`src/rtl/mult_seq_shift_add.sv`:
```
// mult_seq_shift_add: sequential shift-and-add multiplier.
//
// Computes p = a * b, one partial-product step per clock. The operation
// takes N steps. Signed operands are handled by multiplying their
// magnitudes and negating the product at the end.
//
// Ports
//   clk    in   1    system clock, rising edge active
//   rst_b  in   1    asynchronous active-low reset
//   start  in   1    request a new multiplication (sampled only in IDLE)
//   sgn    in   1    1 = two's-complement operands, 0 = unsigned
//   a      in   N    multiplicand
//   b      in   N    multiplier
//   busy   out  1    high while an operation is in progress
//   done   out  1    one-cycle pulse when p is updated
//   p      out  2N   product, held until the next done
//
// Parameters
//   N      operand width, 2..16
//   CW     step-counter width, derived from N (leave at default)

module mult_seq_shift_add #(
  parameter int N  = 4,
  parameter int CW = $clog2(N + 1)
) (
  input  logic           clk,
  input  logic           rst_b,
  input  logic           start,
  input  logic           sgn,
  input  logic [N-1:0]   a,
  input  logic [N-1:0]   b,
  output logic           busy,
  output logic           done,
  output logic [2*N-1:0] p
);

  typedef enum logic [0:0] {
    IDLE = 1'b0,
    RUN  = 1'b1
  } state_t;

  localparam logic [CW-1:0]  CNT_ONE  = {{(CW-1){1'b0}}, 1'b1};
  localparam logic [CW-1:0]  CNT_LAST = CW'(N - 1);
  localparam logic [2*N-1:0] P_ONE    = {{(2*N-1){1'b0}}, 1'b1};

  // Two's-complement magnitude. The most negative value maps to 2^(N-1),
  // which still fits in N unsigned bits.
  function automatic logic [N-1:0] magnitude(input logic [N-1:0] v);
    logic [N-1:0] r;
    if (v[N-1]) begin
      r = ~v + {{(N-1){1'b0}}, 1'b1};
    end else begin
      r = v;
    end
    return r;
  endfunction

  state_t         state_r, state_nxt_s;
  logic [N:0]     acc_r,   acc_nxt_s;
  logic [N-1:0]   m_r,     m_nxt_s;
  logic [N-1:0]   q_r,     q_nxt_s;
  logic [CW-1:0]  cnt_r,   cnt_nxt_s;
  logic           neg_r,   neg_nxt_s;
  logic           busy_r,  busy_nxt_s;
  logic           done_r,  done_nxt_s;
  logic [2*N-1:0] p_r,     p_nxt_s;

  logic [N:0]     sum_s;
  logic [2*N-1:0] prod_s;

  // Partial-product add and the product word the final step would produce.
  always_comb begin
    // acc_r[N] is always zero after a shift, so adding the full acc_r is
    // the same as adding acc_r[N-1:0] zero-extended.
    if (q_r[0]) begin
      sum_s = acc_r + {1'b0, m_r};
    end else begin
      sum_s = acc_r;
    end
    // Low 2N bits of {sum, Q} >> 1.
    prod_s = {sum_s, q_r[N-1:1]};
  end

  // Next-state and datapath update; everything holds unless changed below.
  always_comb begin
    state_nxt_s = state_r;
    acc_nxt_s   = acc_r;
    m_nxt_s     = m_r;
    q_nxt_s     = q_r;
    cnt_nxt_s   = cnt_r;
    neg_nxt_s   = neg_r;
    busy_nxt_s  = busy_r;
    done_nxt_s  = 1'b0;
    p_nxt_s     = p_r;

    case (state_r)
      IDLE: begin
        if (start) begin
          if (sgn) begin
            m_nxt_s   = magnitude(a);
            q_nxt_s   = magnitude(b);
            neg_nxt_s = a[N-1] ^ b[N-1];
          end else begin
            m_nxt_s   = a;
            q_nxt_s   = b;
            neg_nxt_s = 1'b0;
          end
          acc_nxt_s   = '0;
          cnt_nxt_s   = '0;
          busy_nxt_s  = 1'b1;
          state_nxt_s = RUN;
        end else begin
          busy_nxt_s  = 1'b0;
        end
      end

      RUN: begin
        // {acc,Q} = {sum,Q} >> 1; the carry of sum becomes acc's new MSB-1.
        acc_nxt_s = {1'b0, sum_s[N:1]};
        q_nxt_s   = {sum_s[0], q_r[N-1:1]};
        cnt_nxt_s = cnt_r + CNT_ONE;
        if (cnt_r == CNT_LAST) begin
          if (neg_r) begin
            p_nxt_s = ~prod_s + P_ONE;
          end else begin
            p_nxt_s = prod_s;
          end
          done_nxt_s  = 1'b1;
          busy_nxt_s  = 1'b0;
          state_nxt_s = IDLE;
        end else begin
          busy_nxt_s  = 1'b1;
        end
      end

      default: begin
        busy_nxt_s  = 1'b0;
        state_nxt_s = IDLE;
      end
    endcase
  end

  // State, datapath and output registers; reset discards any operation.
  always_ff @(posedge clk or negedge rst_b) begin
    if (!rst_b) begin
      state_r <= IDLE;
      acc_r   <= '0;
      m_r     <= '0;
      q_r     <= '0;
      cnt_r   <= '0;
      neg_r   <= 1'b0;
      busy_r  <= 1'b0;
      done_r  <= 1'b0;
      p_r     <= '0;
    end else begin
      state_r <= state_nxt_s;
      acc_r   <= acc_nxt_s;
      m_r     <= m_nxt_s;
      q_r     <= q_nxt_s;
      cnt_r   <= cnt_nxt_s;
      neg_r   <= neg_nxt_s;
      busy_r  <= busy_nxt_s;
      done_r  <= done_nxt_s;
      p_r     <= p_nxt_s;
    end
  end

  assign busy = busy_r;
  assign done = done_r;
  assign p    = p_r;

  mult_seq_shift_add_chk #(.N(N)) u_chk (
    .clk   (clk),
    .rst_b (rst_b),
    .busy  (busy_r),
    .done  (done_r),
    .p     (p_r)
  );

endmodule

// mult_seq_shift_add_chk: protocol properties of the multiplier outputs.
//
// Ports (all inputs): clk, rst_b, busy, done, p (2N bits).
module mult_seq_shift_add_chk #(
  parameter int N = 4
) (
  input logic           clk,
  input logic           rst_b,
  input logic           busy,
  input logic           done,
  input logic [2*N-1:0] p
);

  // done never lasts more than one cycle.
  a_done_pulse: assert property (@(posedge clk) disable iff (!rst_b)
    done |=> !done);

  // The result is only reported once the operation has finished.
  a_busy_done_excl: assert property (@(posedge clk) disable iff (!rst_b)
    !(busy && done));

  // p only changes together with a done pulse.
  a_p_held: assert property (@(posedge clk) disable iff (!rst_b)
    (p != $past(p)) |-> done);

endmodule

```
`config.mk`:
```
export PLATFORM = sky130hd
export DESIGN_NAME = mult_seq_shift_add
export DESIGN_NICKNAME = d
export VERILOG_FILES = /design/src/rtl/mult_seq_shift_add.sv
export SDC_FILE = /design/constraint.sdc
export NUM_CORES = 1
export LEC_CHECK = 0
export ABC_AREA = 1
export BUFFER_PORTS_ARGS = -buffer_cell sky130_fd_sc_hd__buf_2
export CAP_MARGIN = 20
export CORE_MARGIN = 5
export CORE_UTILIZATION = 56
export DETAILED_ROUTE_END_ITERATION = 16
export GPL_TIMING_DRIVEN = 0
export PLACE_DENSITY_LB_ADDON = 0.3
export SLEW_MARGIN = 15
export SYNTH_ARGS = -nofsm -noshare
export SYNTH_HDL_FRONTEND = slang
export SYNTH_SLANG_ARGS = --single-unit
```
`constraint.sdc`:
```
create_clock -name clk -period 2.4 [get_ports clk]
set_input_delay 0.36 -clock clk [delete_from_list [all_inputs] [get_ports clk]]
set_output_delay 0.36 -clock clk [all_outputs]
set_load 0.005 [all_outputs]
```
==> impl_metrics.json <==
{
  "grt_pass1_wl_mm": 4.99,
  "cts_hold_buf": 0,
  "fin_nets": 225,
  "ir_drop_mv": 0.662,
  "wl_per_cell_um": 11.9,
  "avgSynthCellArea_um2": 8.28,
  "p_switching_uw": 844,
  "crit_fanout": 3,
  "synth_flop_cell": "dfrtp_1",
  "reg2reg_slack_ns": 0.44,
  "r2r_cells": 12,
  "rows": 18,
  "grt_pass1_vias": 1221,
  "max_stage_delay_ns": 0.43,
  "clockBufferDepth": 2,
  "fin_crit_ns": 1.96,
  "htreeDepth": 1,
  "fin_crit_sh_pct": 81.5,
  "die_w_um": 61.2,
  "ys_types": 24,
  "antenna_found_initial": 0,
  "clockRootBuffer": "clkbuf_4",
  "endpoint_kind": "flip-flop",
  "n_antenna_cell": 0,
  "die_y_um": 61.2,
  "area_growth_pct": 13.3,
  "finalSetupViolations": 0,
  "rsz0062_at_grt": "false",
  "synth_seq_cells": 26,
  "grt_overflow": 0,
  "start_kind": "flip-flop",
  "yosys-top-cells-area": "dfrtp_1, nand2_1, ha_1",
  "slowest_stage": "fa_1",
  "power.internal_uw": 1200,
  "total_leakage_power_uw": 0.000887,
  "holdWs_ns": -0.000374,
  "cts.sinks": 26,
  "reg2reg_to": "p[7]",
  "grt_usage_pct": 17.7,
  "ys_warn_count": 0,
  "synth_top_area_share_pct": 44.4,
  "clock_skew_ns": 0.0109,
  "maxSlewHeadroom_pct": 62.5,
  "setup.worst_path.class": "reg2reg",
  "min_path_type": "in2async",
  "clkPwrFrac_pct": 14.9,
  "cts_resized": 0,
  "synth_area_mm2": 0.00147,
  "io_pins": 22,
  "initialDrtViolationCount": 63,
  "die_area_mm2": 0.00374,
  "max_freq_mhz": 511,
  "violations": "negative hold slack",
  "postCtsSetupBuffers": 0,
  "hpwl_mm": 2.21,
  "synth-edff-count": 0,
  "clk_latency_ns": 0.32,
  "cts_buffers": 3,
  "ys_async_sr_fraction_pct": 100,
  "ant_nets": 0,
  "hold_violations": 6,
  "syn_nets": 199,
  "ys_seq_area_share_pct": 44.4,
  "crit_path_cell_trace": "ha_1, fa_1, inv_1, nand2_1, nand2_1, nand3_2, nor2_2, nand3_1, nand2_1, nand2_1, nand3_1, nand2_1",
  "switching_share_pct": 41.2,
  "power_density_mw_per_mm2": 1230,
  "initial_core_util_pct": 58.6,
  "cp.required_ns": 2.63,
  "cts_tree": "built",
  "drive_above_1_share_pct": 16.8,
  "num_vias": 1211,
  "slew_viol_final": 0,
  "worst_path_most_repeated_cell": "nand2_1",
  "netlist_top_cells_count": "nand2_1, inv_1, dfrtp_1, o21ai_0, nand3_1",
  "tightest_slew_ns": 0.562,
  "routabilityCongestion": 0.804,
  "synth_area_leader_cell": "dfrtp_1",
  "portBuffers": 21,
  "seqPwrFrac_pct": 37.3,
  "finalWirelength_mm": 2.77,
  "dr.pass1.iters": 4,
  "r2r-start": "acc_r[0]",
  "clk_pin_slew_ns": 0.16,
  "drcViolationCount": 0,
  "pwr-share-comb_pct": 47.7,
  "grt_max_degree": 27,
  "synthesis.instances": 177,
  "tns_ns": 0,
  "routed_via_density": 5.22,
  "drv_cap": 0,
  "arrival_ns": 2.18,
  "synth_most_common_cell": "nand2_1",
  "status": "finished, violations left",
  "core_mm2": 0.00250,
  "dpl_cell_area_mm2": 0.00161,
  "final_area_mm2": 0.00166
}
==> cell type report <==
type,count,area [um^2]
inverters,29,109
clock inverters,1,30.0
repair buffers,21,105
fillers,214,840
flip-flops and latches,26,651
clock buffers,3,22.5
well taps,30,37.5
multi-input cells,119,678
plain buffers,3,27.5
==> critical path: cells and delay by family (launching register included) <==
kind	cells	cell delay [ns]
adder cells (fa/ha/maj)	2	0.66
buffers and inverters	1	0.06
flip-flops	1	0.42
AND/OR/NAND/NOR	9	0.70
==> routing by layer <==
| metal | share of wire [%] | vias to the layer above | track usage [%] |
|---|---|---|---|
| met5 | 0 | - | 0 |
| met4 | 0.87 | 0 | 5.57 |
| met3 | 4.8 | 2 | 2.52 |
| met2 | 47 | 27 | 29.8 |
| li1 | - | 618 | - |
| met1 | 47 | 564 | 23.7 |
==> power by group through the flow <==
stage                     clock (uW)  sequential (uW)  combinational (uW)
after global placement             0              765                 945
after detailed placement           0              773                 984
after global routing             317              792                1150
final                            305              765                 978
after floorplan                    0              757                 730
after CTS                        303              765                 990
==> sequential cells by signal (all words and copies together), names as in the netlist <==
register,cells
p,8
done,1
neg_r,1
q_r,4
m_r,4
busy,1
acc_r,4
cnt_r,3
==> metrics by stage <==
step                      setup WS [ns]  hold slack (ns)  utilization [%]  power [uW]  instances
final                             0.444        -0.000374             66.4        2050        232
after global routing              0.225           0.0461             66.4        2260        232
after CTS                         0.432           0.0289             66.4        2060        232
after detailed placement          0.484            0.389             64.3        1760        228
after global placement            0.551            0.375             64.3        1710        228
after floorplan                   0.656           0.0644                -        1490        177
==> cells in the final DEF (no fill, tap or decap), types with 3 or more instances in the layout <==
| cell | Yosys | final |
|---|---|---|
| a21oi_1 | 6 | 6 |
| nand2_1 | 44 | 44 |
| inv_1 | 27 | 27 |
| o22ai_1 | 3 | 3 |
| dfrtp_1 | 26 | 26 |
| clkbuf_4 | 0 | 3 |
| nand3_1 | 12 | 12 |
| buf_2 | 1 | 22 |
| nor2_1 | 8 | 8 |
| xor2_1 | 5 | 5 |
| o21ai_0 | 15 | 15 |
| o221ai_1 | 4 | 4 |
| ha_1 | 9 | 9 |
==> how the worst max path moves through the flow <==
stage / start / end / slack (ns) / depth (start not counted)
after floorplan: acc_r[0] / p[7] / 0.66 / 12
after global placement: acc_r[0] / p[7] / 0.55 / 12
after detailed placement: acc_r[0] / p[7] / 0.48 / 12
after CTS: acc_r[0] / p[7] / 0.43 / 12
after global routing: acc_r[0] / p[6] / 0.22 / 12
final: acc_r[0] / p[7] / 0.44 / 12
==> kinds of logic after synthesis <==
kind of cell | Yosys count | share of synthesized area, %
and+or+nand+nor | 70 | 20.4
xor gates and xnor gates | 7 | 4.18
DFF | 26 | 44.4
adders and majority gates | 10 | 9.05
buffers and inverters | 32 | 9.31
AOI/OAI and AO/OA | 32 | 12.6
Note: power is estimated with default switching activity, not from simulation.
